===== config.mk =====
export PLATFORM = sky130hd
export DESIGN_NAME = frame_rx_proc
export DESIGN_NICKNAME = d
export VERILOG_FILES = /design/src/rtl/frame_pkg.sv /design/src/rtl/crc16_d16.sv /design/src/rtl/frame_rx_proc.sv
export SDC_FILE = /design/constraint.sdc
export NUM_CORES = 1
export LEC_CHECK = 0
export BUFFER_PORTS_ARGS = -buffer_cell sky130_fd_sc_hd__buf_2
export CAP_MARGIN = 15
export CORE_MARGIN = 3
export CORE_UTILIZATION = 57
export DETAILED_ROUTE_END_ITERATION = 10
export GPL_TIMING_DRIVEN = 0
export HOLD_SLACK_MARGIN = 0.06
export PLACE_DENSITY_LB_ADDON = 0.12
export SLEW_MARGIN = 20
export SYNTH_ARGS = -nofsm -noshare
export SYNTH_HDL_FRONTEND = slang
export SYNTH_SLANG_ARGS = --single-unit
export TNS_END_PERCENT = 30

===== constraint.sdc =====
create_clock -name CLK -period 2.4 [get_ports CLK]
set_clock_uncertainty 0.15 [all_clocks]
set_input_delay 0.12 -clock CLK [delete_from_list [all_inputs] [get_ports CLK]]
set_output_delay 0.12 -clock CLK [all_outputs]
set_load 0.02 [all_outputs]

===== src/rtl/frame_pkg.sv =====
// Shared framing constants, receive FSM state encoding and the CRC-16-CCITT step
// used by both the transmit and receive frame paths.
package frame_pkg;

  localparam logic [15:0] SOP_WORD      = 16'h50BC;
  localparam logic [15:0] PREAMBLE_WORD = 16'h5555;
  localparam logic [15:0] SOF_WORD      = 16'hD5D5;
  localparam logic [15:0] EOP_WORD      = 16'hFDBC;
  localparam int          PRE_LEN       = 3;
  localparam logic [15:0] CRC_POLY      = 16'h1021;
  localparam logic [15:0] CRC_INIT      = 16'hFFFF;

  typedef enum logic [3:0] {
    ST_IDLE     = 4'd0,
    ST_PRE      = 4'd1,
    ST_WAIT_SOF = 4'd2,
    ST_DATA     = 4'd3,
    ST_EOP      = 4'd4
  } rx_state_e;

  // One 16-bit word folded into the CRC, MSB first, no reflection.
  function automatic logic [15:0] crc16_next(input logic [15:0] crc, input logic [15:0] data);
    logic [15:0] c;
    logic        fb;
    c = crc;
    for (int i = 15; i >= 0; i--) begin
      fb = c[15] ^ data[i];
      c  = {c[14:0], 1'b0};
      if (fb) c = c ^ CRC_POLY;
    end
    return c;
  endfunction

endpackage


===== src/rtl/crc16_d16.sv =====
// Word-parallel CRC-16-CCITT register: CLR reloads the seed, DV folds in one 16-bit word.
module crc16_d16
  import frame_pkg::*;
(
  input  logic        CLK,
  input  logic        RST,
  input  logic        CLR,
  input  logic        DV,
  input  logic [15:0] D,
  output logic [15:0] CRC
);

  logic [15:0] crc_q, crc_d;

  // NOTE: every signal written here gets its default first, so no path leaves it unassigned (no latch).
  always_comb begin
    crc_d = crc_q;
    if (CLR)     crc_d = CRC_INIT;
    else if (DV) crc_d = crc16_next(crc_q, D);
  end

  // NOTE: state registers use non-blocking assignments so all flops update together at the edge.
  always_ff @(posedge CLK or negedge RST) begin
    if (!RST) crc_q <= CRC_INIT;
    else      crc_q <= crc_d;
  end

  assign CRC = crc_q;

endmodule


===== src/rtl/frame_rx_proc.sv =====
// Receive frame processor: strips SOP/preamble/SOF/EOP framing, delivers payload words
// through a one-word hold register and checks the trailing CRC-16 word.
module frame_rx_proc
  import frame_pkg::*;
#(
  parameter int MAX_WORDS = 1024,
  parameter int CNT_W     = 11
) (
  input  logic             CLK,
  input  logic             RST,
  input  logic [15:0]      RXD,
  input  logic             RX_K,
  input  logic             RX_VALID,
  output logic [15:0]      DOUT,
  output logic             DOUT_VLD,
  output logic             SOF_DET,
  output logic             FRM_DONE,
  output logic             CRC_ERR,
  output logic             FRM_ERR,
  output logic [CNT_W-1:0] WORD_CNT,
  output logic [3:0]       RX_FRM_STATE
);

  rx_state_e        state_q, state_d;
  logic [1:0]       pre_cnt_q, pre_cnt_d;
  logic [15:0]      hold_q, hold_d;
  logic             hold_full_q, hold_full_d;
  logic [CNT_W-1:0] word_cnt_q, word_cnt_d;
  logic [15:0]      dout_q, dout_d;
  logic             dout_vld_q, dout_vld_d;
  logic             sof_det_q, sof_det_d;
  logic             frm_done_q, frm_done_d;
  logic             crc_err_q, crc_err_d;
  logic             frm_err_q, frm_err_d;

  logic             crc_clr, crc_dv;
  logic [15:0]      crc_val;

  logic is_sop, is_eop, is_pre, is_sof;
  assign is_sop = RX_K  && (RXD == SOP_WORD);
  assign is_eop = RX_K  && (RXD == EOP_WORD);
  assign is_pre = !RX_K && (RXD == PREAMBLE_WORD);
  assign is_sof = !RX_K && (RXD == SOF_WORD);

  // The CRC only ever sees words released from the hold register, never the CRC word itself.
  crc16_d16 u_crc (
    .CLK (CLK),
    .RST (RST),
    .CLR (crc_clr),
    .DV  (crc_dv),
    .D   (hold_q),
    .CRC (crc_val)
  );

  always_comb begin
    state_d     = state_q;
    pre_cnt_d   = pre_cnt_q;
    hold_d      = hold_q;
    hold_full_d = hold_full_q;
    word_cnt_d  = word_cnt_q;
    dout_d      = dout_q;
    dout_vld_d  = 1'b0;
    sof_det_d   = 1'b0;
    frm_done_d  = 1'b0;
    crc_err_d   = 1'b0;
    frm_err_d   = 1'b0;
    crc_clr     = 1'b0;
    crc_dv      = 1'b0;

    if (RX_VALID) begin
      unique case (state_q)
        ST_IDLE: begin
          if (is_sop) begin
            state_d   = ST_PRE;
            pre_cnt_d = '0;
          end
        end

        ST_PRE: begin
          if (is_pre) begin
            if (pre_cnt_q == 2'(PRE_LEN - 1)) begin
              state_d   = ST_WAIT_SOF;
              pre_cnt_d = '0;
            end else begin
              pre_cnt_d = pre_cnt_q + 2'd1;
            end
          end else begin
            frm_err_d = 1'b1;
            state_d   = is_sop ? ST_PRE : ST_IDLE;
            pre_cnt_d = '0;
          end
        end

        ST_WAIT_SOF: begin
          if (is_sof) begin
            sof_det_d   = 1'b1;
            crc_clr     = 1'b1;
            word_cnt_d  = '0;
            hold_full_d = 1'b0;
            state_d     = ST_DATA;
          end else begin
            frm_err_d = 1'b1;
            state_d   = is_sop ? ST_PRE : ST_IDLE;
            pre_cnt_d = '0;
          end
        end

        ST_DATA: begin
          if (!RX_K) begin
            if (hold_full_q && (word_cnt_q == CNT_W'(MAX_WORDS))) begin
              // Releasing the held word would exceed the length limit: abort without output.
              frm_err_d   = 1'b1;
              hold_full_d = 1'b0;
              state_d     = ST_IDLE;
            end else begin
              hold_d      = RXD;
              hold_full_d = 1'b1;
              if (hold_full_q) begin
                dout_d     = hold_q;
                dout_vld_d = 1'b1;
                crc_dv     = 1'b1;
                word_cnt_d = word_cnt_q + CNT_W'(1);
              end
            end
          end else if (is_eop) begin
            hold_full_d = 1'b0;
            if (word_cnt_q == '0) begin
              frm_err_d = 1'b1;
              state_d   = ST_IDLE;
            end else begin
              frm_done_d = 1'b1;
              crc_err_d  = (hold_q != crc_val);
              state_d    = ST_EOP;
            end
          end else begin
            frm_err_d   = 1'b1;
            hold_full_d = 1'b0;
            pre_cnt_d   = '0;
            state_d     = is_sop ? ST_PRE : ST_IDLE;
          end
        end

        ST_EOP: begin
          if (is_sop) begin
            state_d   = ST_PRE;
            pre_cnt_d = '0;
          end else if (!is_eop) begin
            state_d = ST_IDLE;
          end
        end

        default: state_d = ST_IDLE;
      endcase
    end
  end

  // NOTE: the one-word hold register is reset along with the control state so DOUT and the CRC input never carry X.
  always_ff @(posedge CLK or negedge RST) begin
    if (!RST) begin
      state_q     <= ST_IDLE;
      pre_cnt_q   <= '0;
      hold_q      <= '0;
      hold_full_q <= 1'b0;
      word_cnt_q  <= '0;
      dout_q      <= '0;
      dout_vld_q  <= 1'b0;
      sof_det_q   <= 1'b0;
      frm_done_q  <= 1'b0;
      crc_err_q   <= 1'b0;
      frm_err_q   <= 1'b0;
    end else begin
      state_q     <= state_d;
      pre_cnt_q   <= pre_cnt_d;
      hold_q      <= hold_d;
      hold_full_q <= hold_full_d;
      word_cnt_q  <= word_cnt_d;
      dout_q      <= dout_d;
      dout_vld_q  <= dout_vld_d;
      sof_det_q   <= sof_det_d;
      frm_done_q  <= frm_done_d;
      crc_err_q   <= crc_err_d;
      frm_err_q   <= frm_err_d;
    end
  end

  assign DOUT         = dout_q;
  assign DOUT_VLD     = dout_vld_q;
  assign SOF_DET      = sof_det_q;
  assign FRM_DONE     = frm_done_q;
  assign CRC_ERR      = crc_err_q;
  assign FRM_ERR      = frm_err_q;
  assign WORD_CNT     = word_cnt_q;
  assign RX_FRM_STATE = state_q;

endmodule


==> results of run 1 <==
cell usage in the layout, fill, tap and decap left out, drive strengths merged, types with 9 or more instances in the layout:
master       Yosys  routed
a21oi           14      14
buf              5      65
clkbuf           9      19
dfrtp           54      54
dfstp           16      16
dlygate4sd3      0      19
inv              7       9
mux2            20      20
nand2           67      67
nor2            23      23
o21ai           27      27
xnor2           31      31
xor2            11      11
worst register-to-register path, cell delays in order (launching register included):
cell,delay [ns]
dfstp_2,0.55
xor2_1,0.27
xnor3_2,0.57
xnor2_4,0.27
xor2_1,0.21
a21oi_1,0.09
a31oi_1,0.14
layout make-up:
| type | count | area, um2 |
|---|---|---|
| buffer | 14 | 78.8 |
| clock buffer | 9 | 124 |
| clock inverter | 7 | 81.3 |
| fill | 459 | 1670 |
| inverter | 7 | 26.3 |
| multi-input combinational | 276 | 2030 |
| sequential | 70 | 1770 |
| tap | 77 | 96.3 |
| timing repair buffer | 80 | 536 |
logic make-up after synthesis:
kind of cell             count (synthesis)
AND/OR/NAND/NOR                        141
flip-flops                              70
AO/OA/AOI/OAI                           65
XOR/XNOR                                47
buffers and inverters                   21
multiplexers                            20
adder cells (fa/ha/maj)                  2
other                                    1
synth_stat cells (6+ instances only):
| library cell | number |
|---|---|
| a31oi_1 | 7 |
| xnor2_2 | 8 |
| o22a_1 | 6 |
| nor3_1 | 6 |
| dfrtp_1 | 54 |
| nand2b_1 | 6 |
| xnor2_1 | 22 |
| inv_1 | 7 |
| nand2_1 | 67 |
| dfstp_2 | 16 |
| a21oi_1 | 14 |
| clkbuf_1 | 9 |
| mux2_2 | 16 |
| o21ai_0 | 25 |
| nor2_1 | 23 |
| nand4_1 | 8 |
| xor2_1 | 10 |
flip-flops by register name, summed over array words and instances (netlist names):
signal        count
RX_FRM_STATE      3
CRC_ERR           1
DOUT_VLD          1
hold_full_q       1
hold_q           16
DOUT             16
FRM_DONE          1
u_crc.CRC        16
WORD_CNT         11
pre_cnt_q         2
FRM_ERR           1
SOF_DET           1
how the worst max path moves through the flow:
stage | slack [ns] | from | cells after the start | endpoint
floorplan | 0.07 | WORD_CNT[0]$_DFFE_PN0P_ | 8 | hold_q[10]$_DFFE_PN0P_
global placement | -0.04 | WORD_CNT[0]$_DFFE_PN0P_ | 8 | WORD_CNT[0]$_DFFE_PN0P_
detailed placement | -0.09 | WORD_CNT[0]$_DFFE_PN0P_ | 8 | hold_q[9]$_DFFE_PN0P_
CTS | 0.007 | WORD_CNT[0]$_DFFE_PN0P_ | 8 | RX_FRM_STATE[2]$_DFFE_PN0P_
global route | -0.01 | WORD_CNT[0]$_DFFE_PN0P_ | 8 | RX_FRM_STATE[2]$_DFFE_PN0P_
finish | 0.06 | RXD[13] | 7 | pre_cnt_q[1]$_DFFE_PN0P_
per-stage QoR:
stage	hold WS, ns	instances	util	power, uW	TNS (ns)
final	0.128	540	0.739	2540	0
after global routing	0.144	540	0.739	2630	-0.0197
after CTS	0.124	535	0.720	2540	0
after detailed placement	-0.120	499	0.656	1530	-2.28
after global placement	0.219	498	0.651	1520	-0.457
after floorplan	-0.326	367	-	1430	0
repair_timing:
action	in CTS	in global routing
cloned	0	0
hold buffers	19	0
gates resized for setup	5	25
setup buffers	1	5
hold endpoints to repair	77	0
setup endpoints to repair	44	65
pin swaps	1	4
per-layer routing:
metal | vias up | part of all wire
li1 | 1456 | -
met3 | 12 | 0.046
met5 | - | 0
met4 | 0 | 0.014
met2 | 82 | 0.49
met1 | 1483 | 0.45
power breakdown:
part           internal (uW)  switching [uW]  leakage (uW)
Sequential              1200            19.3      0.000904
Clock                    492             501      0.000100
Combinational            150             182       0.00134
Total                   1840             703       0.00235
==> results.json, run 1 <==
{
  "root_buffer": "clkbuf_8",
  "synthSimpleGateAreaFrac": 0.191,
  "synthAdderAreaFrac": 0.00656,
  "syn_area_per_cell_um2": 10.4,
  "grt_pass1_vias": 3004,
  "drive_gt1_frac": 0.335,
  "min_to": "FRM_ERR$_DFF_PN0_",
  "numCtsBuffers": 9,
  "leakagePower_uw": 0.00235,
  "setup_violations": 0,
  "min_period_ns": 2.34,
  "start_util": 0.594,
  "cts_buffer_depth": 2,
  "ys_ff_latch": 70,
  "die-width_um": 87.8,
  "synth-main-ff-cell": "dfrtp_1",
  "wl_per_cell_um": 17.1,
  "yosysTopAreaCell": "dfrtp_1",
  "hold_class": "in2reg",
  "ant_nets": 0,
  "place_hpwl_um": 6280,
  "synth_xor_area_frac": 0.150,
  "area_delta_synth_final_pct": 24.4,
  "synth-edff-count": 0,
  "min_from": "RX_K",
  "arrival_ns": 2.44,
  "yosysWarnings": 0,
  "drt-total-wl_um": 9240,
  "vias": 3033,
  "met3_usage": 0.0546,
  "core_mm2": 0.00642,
  "seq_area_frac_synth": 0.464,
  "ff2ff_path_depth": 6,
  "synthMuxAreaShare": 0.0610,
  "grt_use_met2": 0.407,
  "max_freq_ghz": 0.428,
  "path_cells": "dlygate4sd3_1 -> buf_2 -> nand4bb_1 -> or4_4 -> o21ai_4 -> or4b_4 -> mux2_4",
  "ir_drop_mv": 0.470,
  "grtUsageMet1": 0.333,
  "drv_cap": 0,
  "postSynthCellCount": 367,
  "io_buffers": 54,
  "critical_path_buf_inv_count": 2,
  "cpPeakStageDelay_ns": 0.53,
  "fin_area_mm2": 0.00475,
  "async_flop_share": 1.00,
  "worstPathRequired_ns": 2.50,
  "h-tree-depth": 3,
  "antenna_found_initial": 0,
  "grt_overflow": 0,
  "viasPerCell": 5.62,
  "num_rows": 29,
  "reg2reg_slack_ns": 0.09,
  "synth_area_mm2": 0.00382,
  "fp.dieH_um": 87.8,
  "start_kind": "input port",
  "grt_start_max_net_pins": 52,
  "timing.rr.start": "u_crc.CRC[9]$_DFFE_PN1P_",
  "pre_cts_ws_ns": -0.0922,
  "syn_nets": 389,
  "synth_top_cells_by_area": "dfrtp_1 35%, dfstp_2 11%, nand2_1 6.6%",
  "critPathCaptureType": "register",
  "hold_viol_final": 0,
  "cts.sinks": 70,
  "gr-usage-all-layers": 0.251,
  "routabilityCongestion": 0.875,
  "first_iter_violations": 205,
  "synth_compound_area_frac": 0.103,
  "clock_latency_ns": 0.36,
  "grt.busiest_layer": "met2",
  "slowest_stage": "dlygate4sd3_1",
  "nNetsFinal": 480,
  "synth_top_family_by_area": "simple AND/OR/NAND/NOR gates",
  "grt_first_pass_wirelength_um": 14600,
  "tightest_slew_ns": 0.940,
  "timing.final.ws_setup_ns": 0.0614,
  "critical-path-top-delay-family": "simple AND/OR/NAND/NOR gates",
  "num_antenna_cells": 0,
  "holdPathStages": 4,
  "io_pins": 56,
  "p_per_area_mw_per_mm2": 536,
  "r2r_end": "u_crc.CRC[13]$_DFFE_PN1P_",
  "drc": 0,
  "path_clk_slew_ns": 0.08,
  "worstPathMaxFanout": 5,
  "cts_tree": "built",
  "rsz0062_at_grt": "true",
  "dr.pass1.iters": 4,
  "crit_type": "in2reg",
  "place_area_mm2": 0.00421,
  "design.die.area_mm2": 0.00771,
  "max_slew_margin": 0.371,
  "status": "complete, no violations",
  "ys_types": 61,
  "fin_crit_sh": 0.974,
  "slew_violations": 0,
  "synth_top_area_frac": 0.354
}
(Power assumes the default switching activity.)
==> run 2, diff against run 1 <==
Settings changed: PLACE_DENSITY set to 0.77, PLACE_DENSITY_LB_ADDON 0.12 to not set.
==> run 2 against run 1 <==
Compared with the run above: via count increased by 3.5%; clock-buffer cell count did not move; clock power about the same; combinational power hardly changed; global-route usage grew 1.7 points; total power is 0.34% higher; core utilization grew 0.19 points; fmax is 2.5% lower; sequential share of layout area shrank 0.098 points; register-to-register slack hardly changed; critical endpoint unchanged; largest cell class unchanged; largest power group unchanged.
==> results.json, run 2 (synthesis results as in run 1) <==
{
  "area_delta_synth_final_pct": 24.7,
  "cts.sinks": 70,
  "design.die.area_mm2": 0.00771,
  "fp.dieH_um": 87.8,
  "num-fill-cells": 456,
  "grt_first_pass_wirelength_um": 15600,
  "max_freq_ghz": 0.417,
  "setup_violations": 0,
  "path_clk_slew_ns": 0.08,
  "drc": 0,
  "routabilityCongestion": 0.912,
  "p_seq_frac": 0.478,
  "io_pins": 56,
  "r2r_end": "RX_FRM_STATE[2]$_DFFE_PN0P_",
  "critical_path_buf_inv_count": 2,
  "fin_crit_sh": 1.00,
  "arrival_ns": 2.48,
  "cpPeakStageDelay_ns": 0.54,
  "final_common_cell": "nand2_1",
  "start_util": 0.594,
  "num_antenna_cells": 0,
  "reg2reg_slack_ns": 0.10,
  "io_buffers": 54,
  "grt_overflow": 0,
  "slew_violations": 0,
  "drv_cap": 0,
  "final_cell_mix": "66 x nand2_1, 55 x buf_2, 53 x dfrtp_1",
  "dr.pass1.iters": 5,
  "vias": 3139,
  "num_rows": 29,
  "ff2ff_path_depth": 8,
  "ir_drop_mv": 0.411,
  "wl_per_cell_um": 17.9,
  "worstPathMaxFanout": 5,
  "finalSetupTns_ns": 0,
  "power.share.combinational": 0.130,
  "slowest_stage": "dlygate4sd3_1",
  "grt_start_max_net_pins": 52,
  "cts_tree": "built",
  "path_cells": "dlygate4sd3_1 -> buf_2 -> nand4bb_4 -> or4_4 -> o21ai_2 -> or4b_4 -> mux2_4",
  "h-tree-depth": 3,
  "viasPerCell": 5.82,
  "cts_buffer_depth": 2,
  "gr-usage-all-layers": 0.268,
  "first_iter_violations": 204,
  "pwr-share-clk": 0.392,
  "critPathCapture": "pre_cnt_q[1]$_DFFE_PN0P_",
  "p_per_area_mw_per_mm2": 536,
  "antenna_found_initial": 0,
  "place_hpwl_um": 6660,
  "swShare": 0.279,
  "power.internal_uw": 1840,
  "status": "complete, no violations",
  "min_period_ns": 2.40,
  "hold_viol_final": 0,
  "p_switching_uw": 711,
  "critPathCaptureType": "register",
  "ant_nets": 0,
  "start_kind": "input port",
  "nNetsFinal": 479,
  "worstPathRequired_ns": 2.48,
  "crit_type": "in2reg",
  "timing.rr.start": "WORD_CNT[0]$_DFFE_PN0P_",
  "max_slew_margin": 0.640,
  "rsz0062_at_grt": "true",
  "leakagePower_uw": 0.00233,
  "grt_pass1_vias": 3097,
  "hold_class": "in2reg",
  "drt-total-wl_um": 9650,
  "core_mm2": 0.00642,
  "die-width_um": 87.8,
  "root_buffer": "clkbuf_8",
  "startpoint": "RXD[13]",
  "critical-path-top-delay-family": "simple AND/OR/NAND/NOR gates",
  "cp.depth": 7,
  "clock_latency_ns": 0.35,
  "numCtsBuffers": 9,
  "tightest_slew_ns": 0.538,
  "fin_total_pwr_uw": 2550,
  "drive_gt1_frac": 0.333
}
## run 2: changes by cell type in the layout (fill, tap and decap cells not counted), moves of 2 or more
cell / before / now
buf_4: 10 / 6
clkinv_4: 3 / 1
o21ai_0: 23 / 25
o21ai_1: 3 / 1
## run 2: what timing repair did
action / in CTS / in global routing
setup buffers: 0 / 4
endpoints found under the hold margin: 76 / 0
hold buffers: 20 / 0
gates resized for setup: 7 / 18
pin swaps: 1 / 5
endpoints found under the setup margin: 51 / 57
## run 2: area by class of cell
| cell class | count | area (um2) | share of cell area |
|---|---|---|---|
| Timing Repair Buffer | 79 | 531 | 0.111 |
| Tap cell | 77 | 96.3 | 0.0202 |
| Clock inverter | 7 | 80.1 | 0.0168 |
| Clock buffer | 9 | 124 | 0.0260 |
| Sequential cell | 70 | 1770 | 0.372 |
| Inverter | 7 | 26.3 | 0.00552 |
| Multi-Input combinational cell | 276 | 2050 | 0.431 |
| Buffer | 14 | 77.6 | 0.0163 |
## run 2: how the worst min path moves through the flow
| stage | slack, ns | startpoint | endpoint | cells after the start |
|---|---|---|---|---|
| floorplan | -0.33 | RST | CRC_ERR$_DFF_PN0_ | 0 |
| detailed placement | -0.12 | RST | WORD_CNT[5]$_DFFE_PN0P_ | 1 |
| global route | 0.10 | RXD[14] | RX_FRM_STATE[1]$_DFFE_PN0P_ | 5 |
| CTS | 0.12 | RXD[12] | RX_FRM_STATE[1]$_DFFE_PN0P_ | 5 |
| finish | 0.1 | RXD[12] | RX_FRM_STATE[1]$_DFFE_PN0P_ | 5 |
| global placement | 0.22 | RXD[9] | hold_q[9]$_DFFE_PN0P_ | 2 |
## run 2: metal layers
| layer | wire length [um] | global-route usage | vias to the layer above | part of all wire |
|---|---|---|---|---|
| li1 | - | - | 1453 | - |
| met1 | 4260 | 0.362 | 1558 | 0.44 |
| met2 | 4810 | 0.437 | 106 | 0.50 |
| met3 | 408 | 0.0470 | 22 | 0.042 |
| met4 | 169 | 0.0934 | 0 | 0.018 |
| met5 | 0 | 0 | - | 0 |
## run 2: worst register-to-register path: cells and delay by family, from the launching register on
family | cells | cell delay, ns
and+or+nand+nor | 5 | 1.07
adders and majority gates | 1 | 0.15
buffers and inverters | 1 | 0.08
DFF | 1 | 0.43
muxes | 1 | 0.32
## run 2: power by group through the flow
stage / Clock, uW / Combinational, uW / Sequential (uW)
4_1_cts: 999 / 322 / 1220
3_5_place_dp: 0 / 294 / 1240
3_3_place_gp: 0 / 279 / 1240
2_1_floorplan: 0 / 176 / 1250
6_report: 1000 / 332 / 1220
5_1_grt: 1070 / 362 / 1220
## run 2: metrics by stage
| stage | std cells | worst slack [ns] | hold WS (ns) | cell area, um2 | utilization |
|---|---|---|---|---|---|
| after floorplan | 367 | 0.0724 | -0.326 | 3820 | - |
| after global placement | 498 | -0.0409 | 0.221 | 4180 | 0.651 |
| after detailed placement | 499 | -0.124 | -0.121 | 4210 | 0.656 |
| after CTS | 535 | 0.00799 | 0.123 | 4630 | 0.722 |
| after global routing | 539 | -0.0499 | 0.102 | 4760 | 0.741 |
| final | 539 | 0.000315 | 0.0969 | 4760 | 0.741 |
